[src/rtl/reset_sequencer.sv]
// Board-level reset sequencer: brings up the PLL, waits for a stable lock, then
// releases staged subsystem resets in order. Handles button, lock-loss and warm resets.
//
// state    | meaning
// PLLRST   | PLL held in reset, all stages held
// WAITLOCK | PLL running, waiting for lock (retries on timeout)
// STABLE   | lock seen, waiting for it to stay high continuously
// RELEASE  | releasing stage resets one by one, bit 0 first
// RUN      | all stages released, ready high
module reset_sequencer #(
  parameter int NUM_STAGES     = 3,
  parameter int PLL_RST_CYCLES = 16,
  parameter int LOCK_TIMEOUT   = 65536,
  parameter int STABLE_CYCLES  = 4194304,
  parameter int STAGE_GAP      = 16,
  parameter int CNT_WIDTH      = 23
) (
  input  logic                  clock,
  input  logic                  reset,
  input  logic                  pll_lock,
  input  logic                  ext_req,
  input  logic                  warm_req,
  output logic                  pll_reset,
  output logic [NUM_STAGES-1:0] stage_reset,
  output logic                  ready,
  output logic [2:0]            state,
  output logic [7:0]            retry_count,
  output logic [7:0]            loss_count
);

  localparam int IDX_W = (NUM_STAGES > 1) ? $clog2(NUM_STAGES) : 1;
  localparam logic [IDX_W-1:0]     LAST_IDX = IDX_W'(NUM_STAGES - 1);
  localparam logic [CNT_WIDTH-1:0] T_PLLRST = CNT_WIDTH'(PLL_RST_CYCLES - 1);
  localparam logic [CNT_WIDTH-1:0] T_LOCK   = CNT_WIDTH'(LOCK_TIMEOUT - 1);
  localparam logic [CNT_WIDTH-1:0] T_STABLE = CNT_WIDTH'(STABLE_CYCLES - 1);
  localparam logic [CNT_WIDTH-1:0] T_GAP    = CNT_WIDTH'(STAGE_GAP - 1);

  typedef enum logic [2:0] {
    PLLRST   = 3'd0,
    WAITLOCK = 3'd1,
    STABLE   = 3'd2,
    RELEASE  = 3'd3,
    RUN      = 3'd4
  } state_t;

  state_t                  cur, nxt;
  logic [CNT_WIDTH-1:0]    timer, timer_nxt;
  logic [IDX_W-1:0]        idx, idx_nxt;
  logic                    retry_inc, loss_inc, stage_step;
  logic                    pll_reset_nxt, ready_nxt;
  logic [NUM_STAGES-1:0]   stage_nxt;
  logic                    lock_meta, lock_s, ext_meta, ext_s;

  // Plain 2-flop synchronizers; left unreset so they track the pins during reset.
  always_ff @(posedge clock) begin
    lock_meta <= pll_lock;
    lock_s    <= lock_meta;
    ext_meta  <= ext_req;
    ext_s     <= ext_meta;
  end

  always_ff @(posedge clock) begin
    if (reset) begin
      cur         <= PLLRST;
      timer       <= '0;
      idx         <= '0;
      pll_reset   <= 1'b1;
      stage_reset <= '1;
      ready       <= 1'b0;
      retry_count <= 8'd0;
      loss_count  <= 8'd0;
    end else begin
      cur         <= nxt;
      timer       <= timer_nxt;
      idx         <= idx_nxt;
      pll_reset   <= pll_reset_nxt;
      stage_reset <= stage_nxt;
      ready       <= ready_nxt;
      if (retry_inc && retry_count != 8'hFF) retry_count <= retry_count + 8'd1;
      if (loss_inc && loss_count != 8'hFF)   loss_count  <= loss_count + 8'd1;
    end
  end

  always_comb begin
    nxt        = cur;
    timer_nxt  = timer + 1'b1;
    idx_nxt    = idx;
    retry_inc  = 1'b0;
    loss_inc   = 1'b0;
    stage_step = 1'b0;
    if (ext_s) begin
      nxt       = PLLRST;
      timer_nxt = '0;
    end else begin
      case (cur)
        PLLRST: begin
          if (timer == T_PLLRST) begin
            nxt       = WAITLOCK;
            timer_nxt = '0;
          end
        end
        WAITLOCK: begin
          if (lock_s) begin
            nxt       = STABLE;
            timer_nxt = '0;
          end else if (timer == T_LOCK) begin
            nxt       = PLLRST;
            timer_nxt = '0;
            retry_inc = 1'b1;
          end
        end
        STABLE: begin
          if (!lock_s) begin
            nxt       = WAITLOCK;
            timer_nxt = '0;
          end else if (timer == T_STABLE) begin
            nxt       = RELEASE;
            timer_nxt = '0;
            idx_nxt   = '0;
          end
        end
        RELEASE: begin
          if (!lock_s) begin
            nxt       = PLLRST;
            timer_nxt = '0;
            loss_inc  = 1'b1;
          end else if (timer == T_GAP) begin
            timer_nxt  = '0;
            stage_step = 1'b1;
            idx_nxt    = idx + 1'b1;
            if (idx == LAST_IDX) nxt = RUN;
          end
        end
        RUN: begin
          // Timer parked at zero here so it can never wrap.
          timer_nxt = '0;
          if (!lock_s) begin
            nxt      = PLLRST;
            loss_inc = 1'b1;
          end else if (warm_req) begin
            nxt = STABLE;
          end
        end
        default: begin
          nxt       = PLLRST;
          timer_nxt = '0;
        end
      endcase
    end
  end

  always_comb begin
    pll_reset_nxt = (nxt == PLLRST);
    ready_nxt     = (nxt == RUN);
    stage_nxt     = stage_reset;
    if (nxt == PLLRST || nxt == WAITLOCK || nxt == STABLE) begin
      stage_nxt = '1;
    end else if (stage_step) begin
      for (int i = 0; i < NUM_STAGES; i++) begin
        if (idx == IDX_W'(i)) stage_nxt[i] = 1'b0;
      end
    end
  end

  assign state = cur;

endmodule

[config.mk]
export PLATFORM = sky130hd
export DESIGN_NAME = reset_sequencer
export DESIGN_NICKNAME = d
export VERILOG_FILES = /design/src/rtl/reset_sequencer.sv
export SDC_FILE = /design/constraint.sdc
export NUM_CORES = 1
export LEC_CHECK = 0
export ABC_AREA = 0
export BUFFER_PORTS_ARGS = -buffer_cell sky130_fd_sc_hd__buf_2
export CAP_MARGIN = 25
export CORE_MARGIN = 1
export CORE_UTILIZATION = 40
export CTS_CLUSTER_DIAMETER = 150
export DETAILED_ROUTE_END_ITERATION = 8
export GPL_TIMING_DRIVEN = 0
export PLACE_DENSITY = 0.57
export REMOVE_ABC_BUFFERS = 1
export SETUP_SLACK_MARGIN = 0.2
export SLEW_MARGIN = 30
export SYNTH_ARGS = -nofsm -noshare
export SYNTH_HDL_FRONTEND = slang
export SYNTH_SLANG_ARGS = --single-unit
[constraint.sdc]
create_clock -name clock -period 2.2 [get_ports clock]
set_input_delay 0 -clock clock [delete_from_list [all_inputs] [get_ports clock]]
set_output_delay 0 -clock clock [all_outputs]
set_load 0.02 [all_outputs]
==> flow_summary.yaml <==
clock_network:
  path_clk_slew_ps: 90
  cts_inserted_buffers: 5
  cts_tree: "built"
  clk_path_buf_depth: 2
  clockRootBuffer: "clkbuf_8"
  cts_num_sinks: 53
  htreeDepth: 2
  worstSkewPairLatency_ps: 300
sta:
  max_freq_ghz: 0.521
  finalHoldViolations: 0
  final_max_slew_viol_count: 0
  rsz0062_at_grt: "yes"
  post-route-min-period_ps: 1920
  finalCritPeriodShare_pct: 87.3
  setup_viol: 0
  clock_skew_ps: 6.97
  tightest_slew_ps: 890
  slew_headroom_pct: 40.2
pwr:
  seqPwrFrac_pct: 57.6
  leakage_nw: 1.13
  switching_share_pct: 19.6
  switching_power_w: 0.000329
  p_int_w: 0.00135
  powerDensity_mw_per_mm2: 550
  power_frac_comb_pct: 2.4
  total_power_w: 0.00168
  vdd_drop_max_mv: 0.416
  p_clk_share_pct: 40.1
synthesis:
  syn_inst: 272
  yosys_warnings: 0
  synth_top_area_share_pct: 43.2
  syn_area_mm2: 0.00246
  yosysUniqueCellTypes: 47
  async_flop_share_pct: 0
  avgSynthCellArea_um2: 9.03
  synth_edf_count: 0
  ys.flop_type: "dfxtp_1"
  synthTopCellsByArea: "dfxtp_1, nor2_1, xnor2_1"
  yosys.area.top_type: "dfxtp_1"
  yosysSeqAreaShare_pct: 43.2
  ys_ff_latch: 53
critical_path:
  worstReg2RegStart: "timer[22]$_SDFF_PP0_"
  cp.required_ps: 2390
  worstSetupStartpoint: "timer[22]$_SDFF_PP0_"
  rr_worst_depth: 8
  critPathSlowestCell: "dfxtp_1"
  r2r-end: "timer[19]$_SDFF_PP0_"
  crit_path_frequent_cell: "buf_4"
  arrival_ps: 2110
  rrSetupSlack_ps: 280
  crit_fanout: 6
  crit_chain: "nor4_2, nand2_2, buf_4, nor3_2, o22ai_2, o21ai_4, buf_4, nor2_1"
  crit_type: "register to register"
  setup.worst_path.end: "timer[19]$_SDFF_PP0_"
  critPathCaptureType: "register"
  crit_path_max_incr_delay_ps: 350
  cp-start-kind: "register"
placement:
  placedInstanceArea_mm2: 0.00264
  numPortBuffers: 28
  dp_cells: 366
  place.gp.congestion: 0.753
  place_hpwl_um: 3120
routing:
  final_antenna_net_count: 0
  drt_iter0_markers: 71
  vias: 2042
  routed_wl_um: 4970
  routedWlPerCell_um: 12.6
  avgViaCountPerCell: 5.20
  dr.pass1.iters: 5
  drc: 0
final_layout:
  drive_gt1_share_pct: 27.0
  antenna_cells: 0
  seqCellArea_mm2: 0.00108
  syn_to_final_growth_pct: 24.4
  nets: 328
  multi_input_area_mm2: 0.00145
  fin_area_mm2: 0.00306
  stdcell_count: 393
  nFillCells: 555
floorplanning:
  io_pins: 29
  die_y_um: 80.4
  rows: 28
  dieArea_mm2: 0.00646
  die_w_um: 80.4
  design.core.area_mm2: 0.00592
  initial_utilization_pct: 41.5
global_route:
  antenna_found_initial: 0
  grt_pass1_vias: 1811
  grt_overflow: 0
  grt_pass1_wl_um: 8390
  grt_max_degree: 21
  grt.total_usage_pct: 16.7
run:
  maxCapViolations: 0
min_path:
  worstHoldPathCells: 2
  min_path_type: "primary input to register"
  min_from: "reset"
status:
  outcome: "completed"
[cell usage in the layout, fill, tap and decap left out, types with 2 or more instances in the layout]
cell           count
a21o_1             3
a21oi_1            5
and2_1             3
and3_1             6
and4_1             2
buf_2             28
buf_4             14
clkbuf_8           6
dfxtp_1           39
dfxtp_2           13
dlygate4sd3_1      3
ha_1               5
inv_1              7
mux2i_1            2
nand2_1           15
nand2b_1           2
nand3_1           12
nand4_1           11
nand4_4            2
nor2_1            55
nor3_1             7
nor3b_1            2
nor4_1             2
nor4_4             5
o21ai_0            2
o21ai_4            2
or3_1              3
xnor2_1           18
xor2_1            16
[cell usage after synthesis, types with 2 or more instances]
| cell | number |
|---|---|
| nand4_1 | 11 |
| xor2_1 | 16 |
| a21o_1 | 3 |
| xnor2_1 | 18 |
| and4_1 | 3 |
| dfxtp_1 | 53 |
| a21oi_1 | 5 |
| nor3_1 | 8 |
| nor2_1 | 55 |
| mux2i_1 | 2 |
| nor4_1 | 5 |
| nand3_1 | 12 |
| inv_1 | 7 |
| o21ai_0 | 2 |
| nand2_1 | 16 |
| nor4_2 | 2 |
| clkbuf_1 | 6 |
| and2_1 | 3 |
| nand2b_1 | 2 |
| and3_1 | 7 |
| or3_1 | 3 |
| ha_1 | 6 |
| nor3b_1 | 2 |
| buf_6 | 2 |
[metrics by stage]
stage,worst slack (ps),TNS [ps],util (%),hold slack (ps)
after floorplan,239,0,-,27.7
after global placement,-117,-2500,44.5,105
after detailed placement,-124,-2590,44.5,106
after CTS,200,0,50.3,83.1
after global routing,150,0,51.6,98.7
final,280,0,51.6,79.0
[power groups by stage]
stage / registers (W) / clock network [W] / logic, W
detailed placement: 0.000991 / 0 / 0.0000252
floorplan: 0.000990 / 0 / 0.0000124
global route: 0.000969 / 0.000738 / 0.0000434
global placement: 0.000991 / 0 / 0.0000253
finish: 0.000968 / 0.000674 / 0.0000398
CTS: 0.000970 / 0.000697 / 0.0000389
[state kept, by name (all words and copies together), names as in the netlist]
name / cells
ext_meta: 1
ext_s: 1
idx: 2
lock_meta: 1
lock_s: 1
loss_count: 8
pll_reset: 1
ready: 1
retry_count: 8
stage_reset: 3
state: 3
timer: 23
[kinds of logic after synthesis]
family | synth area share, %
AND/OR/NAND/NOR | 31.1
flip-flops | 43.2
XOR/XNOR | 12.1
AO/OA/AOI/OAI | 6.47
buffers and inverters | 3.21
adder cells (fa/ha/maj) | 3.06
multiplexers | 0.815
[critical path, delay by kind of cell, from the launching register on]
family,cells,cell delay [ps]
AND/OR/NAND/NOR,4,760
buffers and inverters,2,360
AO/OA/AOI/OAI,2,350
flip-flops,1,350
[worst min-delay path by stage]
stage	to	slack (ps)
CTS	retry_count[6]$_SDFFE_PP0P_	80
finish	retry_count[6]$_SDFFE_PP0P_	80
global route	retry_count[6]$_SDFFE_PP0P_	100
detailed placement	ext_meta$_DFF_P_	110
global placement	ext_meta$_DFF_P_	110
floorplan	ext_meta$_DFF_P_	30
[area by class of cell]
type	count	area share (%)
Timing Repair Buffer	46	9.38
Multi-Input combinational cell	204	47.5
Tap cell	75	3.07
Clock inverter	1	0.983
Sequential cell	53	35.4
Clock buffer	7	2.83
Inverter	7	0.860
[timing repair]
item / CTS / global route
cloned: 1 / 0
setup endpoints to repair: 34 / 43
resized for setup: 18 / 19
hold endpoints to repair: 3 / 0
hold buffers: 3 / 0
pin swaps: 4 / 10
setup buffers: 12 / 3
[per-layer routing]
layer | wire (µm) | vias up | GRT usage (%)
li1 | - | 1033 | -
met1 | 2370 | 961 | 21.9
met2 | 2340 | 40 | 27.5
met3 | 199 | 8 | 3.75
met4 | 66 | 0 | 4.29
met5 | 0 | - | 0
No activity file was read; power rests on OpenSTA's default activity.
